--- src/rtl/btn_debounce_edge.sv ---
// Multi-channel button conditioner: synchroniser, debounce FSM, rise/fall pulses
// and an optional hold-to-auto-repeat press pulse per channel.
module btn_debounce_edge #(
   parameter int CHANNELS        = 5,
   parameter int SYNC_STAGES     = 2,
   parameter int DEBOUNCE_CYCLES = 1000000,
   parameter int REPEAT_EN       = 1,
   parameter int HOLD_CYCLES     = 50000000,
   parameter int REPEAT_CYCLES   = 10000000
) (
   input  logic                clk,
   input  logic                rst,
   input  logic [CHANNELS-1:0] btn_in,
   output logic [CHANNELS-1:0] btn_level,
   output logic [CHANNELS-1:0] btn_rise,
   output logic [CHANNELS-1:0] btn_fall,
   output logic [CHANNELS-1:0] btn_press
);

   localparam int CW   = $clog2(DEBOUNCE_CYCLES + 1);
   localparam int RMAX = (HOLD_CYCLES > REPEAT_CYCLES) ? HOLD_CYCLES : REPEAT_CYCLES;
   localparam int RCW  = $clog2(RMAX + 1);

   typedef enum logic [1:0] {STABLE_LO, CHK_HI, STABLE_HI, CHK_LO} db_state_t;

   for (genvar i = 0; i < CHANNELS; i++) begin : g_ch
      logic [SYNC_STAGES-1:0] sync;
      logic                   s;
      db_state_t              state;
      logic [CW-1:0]          cnt;
      logic                   level_r;
      logic                   rise_r;
      logic                   fall_r;
      logic                   rise_acc;
      logic                   fall_acc;

      assign s        = sync[SYNC_STAGES-1];
      assign rise_acc = (state == CHK_HI) && s  && (cnt == CW'(DEBOUNCE_CYCLES));
      assign fall_acc = (state == CHK_LO) && !s && (cnt == CW'(DEBOUNCE_CYCLES));

      // Counter stops at DEBOUNCE_CYCLES on acceptance; any bounce zeroes it.
      always_ff @(posedge clk) begin
         if (rst) begin
            sync    <= '0;
            state   <= STABLE_LO;
            cnt     <= '0;
            level_r <= 1'b0;
            rise_r  <= 1'b0;
            fall_r  <= 1'b0;
         end else begin
            sync   <= {sync[SYNC_STAGES-2:0], btn_in[i]};
            rise_r <= rise_acc;
            fall_r <= fall_acc;
            case (state)
               STABLE_LO: begin
                  if (s) begin
                     state <= CHK_HI;
                     cnt   <= CW'(1);
                  end
               end
               CHK_HI: begin
                  if (!s) begin
                     state <= STABLE_LO;
                     cnt   <= '0;
                  end else if (rise_acc) begin
                     state   <= STABLE_HI;
                     level_r <= 1'b1;
                  end else begin
                     cnt <= cnt + 1'b1;
                  end
               end
               STABLE_HI: begin
                  if (!s) begin
                     state <= CHK_LO;
                     cnt   <= CW'(1);
                  end
               end
               CHK_LO: begin
                  if (s) begin
                     state <= STABLE_HI;
                     cnt   <= '0;
                  end else if (fall_acc) begin
                     state   <= STABLE_LO;
                     level_r <= 1'b0;
                  end else begin
                     cnt <= cnt + 1'b1;
                  end
               end
               default: state <= STABLE_LO;
            endcase
         end
      end

      assign btn_level[i] = level_r;
      assign btn_rise[i]  = rise_r;
      assign btn_fall[i]  = fall_r;

      if (REPEAT_EN != 0) begin : g_rep
         logic [RCW-1:0] rcnt;
         logic           press_r;
         logic           held;

         assign held = (state == STABLE_HI) || (state == CHK_LO);

         // rcnt counts down to the next repeat; a fall acceptance suppresses it.
         always_ff @(posedge clk) begin
            if (rst) begin
               rcnt    <= '0;
               press_r <= 1'b0;
            end else if (rise_acc) begin
               press_r <= 1'b1;
               rcnt    <= RCW'(HOLD_CYCLES - 1);
            end else if (held && !fall_acc && (rcnt == '0)) begin
               press_r <= 1'b1;
               rcnt    <= RCW'(REPEAT_CYCLES - 1);
            end else begin
               press_r <= 1'b0;
               if (!held)
                  rcnt <= '0;
               else if (rcnt != '0)
                  rcnt <= rcnt - 1'b1;
            end
         end

         assign btn_press[i] = press_r;
      end else begin : g_norep
         assign btn_press[i] = rise_r;
      end
   end

endmodule
--- config.mk ---
export PLATFORM = sky130hd
export DESIGN_NAME = btn_debounce_edge
export DESIGN_NICKNAME = d
export VERILOG_FILES = /design/src/rtl/btn_debounce_edge.sv
export SDC_FILE = /design/constraint.sdc
export NUM_CORES = 1
export LEC_CHECK = 0
export BUFFER_PORTS_ARGS = -buffer_cell sky130_fd_sc_hd__buf_2
export CORE_ASPECT_RATIO = 1.75
export CORE_UTILIZATION = 35
export CTS_CLUSTER_DIAMETER = 80
export DETAILED_ROUTE_END_ITERATION = 10
export PLACE_DENSITY_LB_ADDON = 0.25
export SYNTH_ARGS = -nofsm -noshare
export SYNTH_HDL_FRONTEND = slang
export SYNTH_SLANG_ARGS = --single-unit
--- constraint.sdc ---
create_clock -name clk -period 2.6 [get_ports clk]
set_clock_uncertainty 0.05 [all_clocks]
set_input_delay 0.26 -clock clk [delete_from_list [all_inputs] [get_ports clk]]
set_output_delay 0.26 -clock clk [all_outputs]
set_load 0.005 [all_outputs]
---- Yosys cells after proc, flatten, opt, wreduce, memory -nomap -nowiden ----
Cells that the tools add are included.
storage, ports and cells
  flip-flop bits (word level) ............. 270
  bits of input ports ..................... 7
  output and inout bits ................... 20
  word-level logic and storage cells ...... 360
operators by class
  add/subtract/negate cells ............... 10
  equality and inequality tests ........... 80
  muxes and demuxes ....................... 125
  bitwise logic cells ..................... 5
  reduce and logical (&&, ||, !) cells .... 90
operators with widths
  operator                                             number
  two-way mux 20 bit                                   30
  two-way mux 26 bit                                   20
  case mux 20 bit (4 select lines)                     5
  zero test 26 bit                                     5
  nonzero test 26 bit                                  5
  subtractor 26 x 1 -> 26 bit, second input constant   5
  adder 20 x 1 -> 20 bit, second input constant        5
  equality test 20 bit, second input constant          5
  two-way mux 2 bit                                    30
  != test 2 bit, second input constant                 30
  != test 3 bit, second input constant                 20
  case mux 2 bit (4 select lines)                      5
  AND reduction 4 bit                                  10
  logical AND 1 bit                                    30
  two-way mux 1 bit                                    30
  AND reduction 5 bit                                  5
  equality test 2 bit, second input constant           10
  != test 4 x 2 -> 1 bit, second input constant        5
  OR reduction 4 bit                                   5
  != test 3 x 1 -> 1 bit, second input constant        5
  equality test 2 x 1 -> 1 bit, second input constant  5
  zero test 1 bit                                      10
  zero test 2 bit                                      5
  case mux 1 bit (2 select lines)                      5
  other kinds (4)                                      20

---- Longest topological paths before layout ----
  depth in word-level cells ............... 8
  mapped depth ............................ 10
  depth with buffers taken out ............ 7

---- Worst setup path after synthesis ----
No wires, ideal clock.
  path kind ............................... register to register
  from .................................... register g_ch[0].cnt[0]
  to ...................................... register g_ch[0].g_rep.rcnt[12]
  setup time .............................. 132 ps
  arrival time ............................ 2350 ps
  data required time ...................... 2418 ps
  setup slack ............................. 68 ps
  cell stages (with the launch flop) ...... 11
  buffers on the path ..................... 3
  clock period less this slack ............ 2532 ps
  cell sequence ........................... dfxtp_1 > inv_1 > ha_1 > nand4_1 > or4_1 > buf_2 > or4_4 > buf_6 > o31ai_4 > buf_6 > a21oi_1
on the way
  cells in the longest elaborated chain, start to end .. 7
  elaborated cells on any way between the ends .. 9
  classes of those cells .................. eq/ne (2); mux (2); reduce/logical (5)
RTL lines
  what                            RTL line  text
  start: declaration              30        logic [CW-1:0] cnt;
  start signal: assignment        69        cnt <= cnt + 1'b1;
  start signal: assignment        86        cnt <= cnt + 1'b1;
  equality test 20 bit (*)        38, 39
  logical AND 1 bit               39        assign fall_acc = (state == CHK_LO) && !s && (cnt == CW'(DEBOUNCE_CYCLES));
  zero test 1 bit                 113       end else if (held && !fall_acc && (rcnt == '0)) begin
  logical AND 1 bit (2 in a row)  113
  two-way mux 26 bit              113
  two-way mux 26 bit              110       end else if (rise_acc) begin
  end signal: assignment          112       rcnt <= RCW'(HOLD_CYCLES - 1);
  end signal: assignment          115       rcnt <= RCW'(REPEAT_CYCLES - 1);
  end signal: assignment          121       rcnt <= rcnt - 1'b1;
  end: declaration                99        logic [RCW-1:0] rcnt;
Mark *: on every way between the ends. The rest lies on a longest branch, timed or not.
A chain may end at the register's enable or synchronous reset.

---- Worst setup path in the final report ----
  from .................................... register g_ch[0].cnt[1]
  to ...................................... register g_ch[0].g_rep.rcnt[15]
Same word-level chain as after synthesis.

==> flow_metrics.tcl <==
set metrics [dict create \
    status "finished with violations" \
    violations "DRC" \
    irDropWorstVdd_v 0.0004052 \
    seqCellArea_um2 5405 \
    finalSetupViolCount 0 \
    cp_slowest_cell "or4_4" \
    post_dp_cell_area_um2 14630 \
    worst_pin_slew_ns 1.057 \
    crit_arrival_ns 2.86 \
    cts_buffers 28 \
    place_inst 2149 \
    finalCritPeriodShare_pct 94.97 \
    pre_cts_ws_ns 0.08160 \
    port-buffer-count 26 \
    synth_common_cells "270 x dfxtp_1, 161 x nor2_1, 135 x a21oi_1, 135 x nand2_1, 74 x xnor2_1" \
    design_area_um2 15760 \
    io_pins 27 \
    n_antenna_cell 0 \
    synth_most_common_cell "dfxtp_1" \
    cp.required_ns 2.99 \
    ant_nets 0 \
    dp_hpwl_um 24770 \
    synth_seq_area_share_pct 39.26 \
    period_needed_ns 2.469 \
    gp_congestion 0.8529 \
    grt_pass1_wl_um 58100 \
    vias 12160 \
    syn_area_um2 13770 \
    async_flop_share_pct 0 \
    num-nets-final 1721 \
    yosysUniqueCellTypes 78 \
    gr-total-overflow 0 \
    hold_path_class "input port to flop" \
    p_sw_w 0.001903 \
    max_freq_mhz 405.0 \
    ys.flop_type "dfxtp_1" \
    crit_fanout 9 \
    netlist.area_leader.share_pct 39.26 \
    endpoint_kind "flop" \
    maxCapViolations 0 \
    cts_sinks 270 \
    via_per_inst 5.515 \
    drc_errors 3 \
    leakagePower_nw 5.779 \
    dr.first_iter.drc_count 474 \
    post_cts_buffers 0 \
    crit_type "flop to flop" \
    fillers 3870 \
    clk_pin_slew_ns 0.06 \
    synthCells 1658 \
    p_total_w 0.008882 \
    ys_seq_elements 270 \
    syn_to_final_growth_pct 14.48 \
    ys_warn_count 0 \
    switching_share_pct 21.43 \
    dieArea_um2 40170 \
    cts_tree "built" \
    relSlewSlack_pct 29.06 \
    grt_pass1_vias 12220 \
    grt_max_degree 82 \
    pwr-share-clk_pct 50.4 \
    synth_area_per_cell_um2 8.304 \
    start_util_pct 35.64 \
    timing.final.max_slew_violations 0 \
    final-instance-count-excl-fill 2205 \
    htree_num_levels 1 \
    critPathBufInv 2 \
    drive_gt1_share_pct 11.51 \
    critical_path.max_stage_delay_ns 0.62 \
    path_cells "inv_1, ha_1, nand4_1, or4_1, or4_4, o31ai_4, buf_4, a21oi_1" \
    combPwrFrac_pct 2.5 \
    cp_top_family "simple AND/OR/NAND/NOR gates" \
    die_x_um 151.9 \
    seqPwrFrac_pct 47.1 \
    synth_top_cell_by_area "dfxtp_1" \
    grt_use_total_pct 17.02 \
    synthesis.nets 1680 \
    antenna_found_initial 0 \
    die_y_um 264.4 \
    clkLatencyLatePin_ns 0.56 \
    layout_setup_ws_ns 0.1308 \
    core_area_um2 38630 \
    wl_per_cell_um 15.61 \
    cts-root-buf "clkbuf_16" \
    p_int_w 0.006979 \
    fp-row-count 95 \
    hold_viol_final 0 \
    clock_path_buffers 3 \
    synth-edff-count 0 \
    multi_input_area_um2 7785 \
    cp-start-kind "flop" \
    first_pass_iters 9 \
    final_util_pct 40.80 \
    ys_top_cells_by_area "dfxtp_1 39%, a21oi_1 4.9%, xnor2_1 4.7%" \
    p_per_area_nw_per_um2 563.5 \
    finalWirelength_um 34410 \
]
-- timing repair --
action	CTS	global route
hold buffers	5	0
gates resized for setup	0	8
setup endpoints to repair	0	30
hold endpoints to repair	5	0
-- power groups by stage --
stage / clock network (W) / registers [W] / logic, W
final: 0.00448 / 0.00419 / 0.000218
after global routing: 0.00477 / 0.00419 / 0.000241
after CTS: 0.00462 / 0.00419 / 0.000220
after detailed placement: 0 / 0.00428 / 0.000213
after global placement: 0 / 0.00428 / 0.000210
after floorplan: 0 / 0.00427 / 0.000153
-- worst paths after layout --
check,slack (ns),depth (start not counted),start,endpoint
max,0.13,8,g_ch[0].cnt[1],g_ch[0].g_rep.rcnt[15]
min,0.16,3,rst,g_ch[1].g_rep.rcnt[14]
max reg2reg,0.13,8,g_ch[0].cnt[1],g_ch[0].g_rep.rcnt[15]
min reg2reg,0.39,1,g_ch[3].sync[0],g_ch[3].sync[1]
-- per-layer routing --
metal	vias to the layer above	share of wire, %	global-route usage [%]
met5	-	0	0
met4	0	2.9	6.895
met1	5806	41	18.07
met3	70	2.7	1.815
met2	172	54	33.71
li1	6113	-	-
-- kinds of logic (layout without fill, tap and decap cells) --
logic type	after synthesis	in the layout	synth area share (%)
AOI/OAI and AO/OA	342	342	15.51
muxes	10	10	0.7452
buffers and inverters	135	197	4.489
and+or+nand+nor	747	747	29.79
DFF	270	270	39.26
adders and majority gates	15	15	1.363
xor gates and xnor gates	139	139	8.842
-- cell type report --
type,instances,share of cell area [%]
inverter,40,0.9526
sequential,270,34.29
multi-input combinational,1253,49.39
tap,485,3.850
timing repair buffer,106,4.890
clock buffer,42,5.612
clock inverter,9,1.008
-- worst reg2reg max path, stage by stage (launching register included) --
cell and delay (ns):
dfxtp_1 0.35, inv_1 0.10, ha_1 0.16, nand4_1 0.09, or4_1 0.52, or4_4 0.62, o31ai_4 0.25, buf_4 0.19
a21oi_1 0.05
-- through the flow --
stage | TNS [ns] | hold WS (ns)
4_1_cts | 0 | 0.1518
2_1_floorplan | 0 | 0.3382
5_1_grt | -0.05419 | 0.1646
6_report | 0 | 0.1650
3_3_place_gp | 0 | 0.3766
3_5_place_dp | 0 | 0.3776
-- registers in the layout, indices dropped and copies added, names as in the netlist, named ones only --
name and count:
g_ch.sync 10, g_ch.cnt 100, g_ch.g_rep.rcnt 130, g_ch.rise_r 5
g_ch.g_rep.press_r 5, g_ch.state 5, g_ch.level_r 5, g_ch.fall_r 5
-- layout by cell type (no fill, tap or decap), types with 5 or more instances in the layout --
cell type / n
nand4_1: 50
o21a_1: 6
dlygate4sd3_1: 5
a31oi_1: 12
nor4b_1: 15
o21ai_1: 5
and3_1: 22
and4_1: 17
o31a_1: 12
xnor2_1: 74
nor3b_1: 7
nand3_1: 50
o21ai_0: 70
nand4b_1: 5
clkbuf_8: 11
nor4_1: 49
mux2i_1: 8
xor2_1: 65
or2_2: 13
inv_1: 40
a21oi_1: 134
buf_4: 74
a211oi_1: 17
dfxtp_1: 270
clkbuf_16: 29
or3_1: 47
nor3_1: 66
nor2_1: 161
or4_1: 40
ha_1: 15
nor2b_1: 16
nand2b_1: 15
o31ai_1: 18
a21o_1: 6
nand2_1: 135
buf_2: 25
No activity file was read; power rests on OpenSTA's default activity.
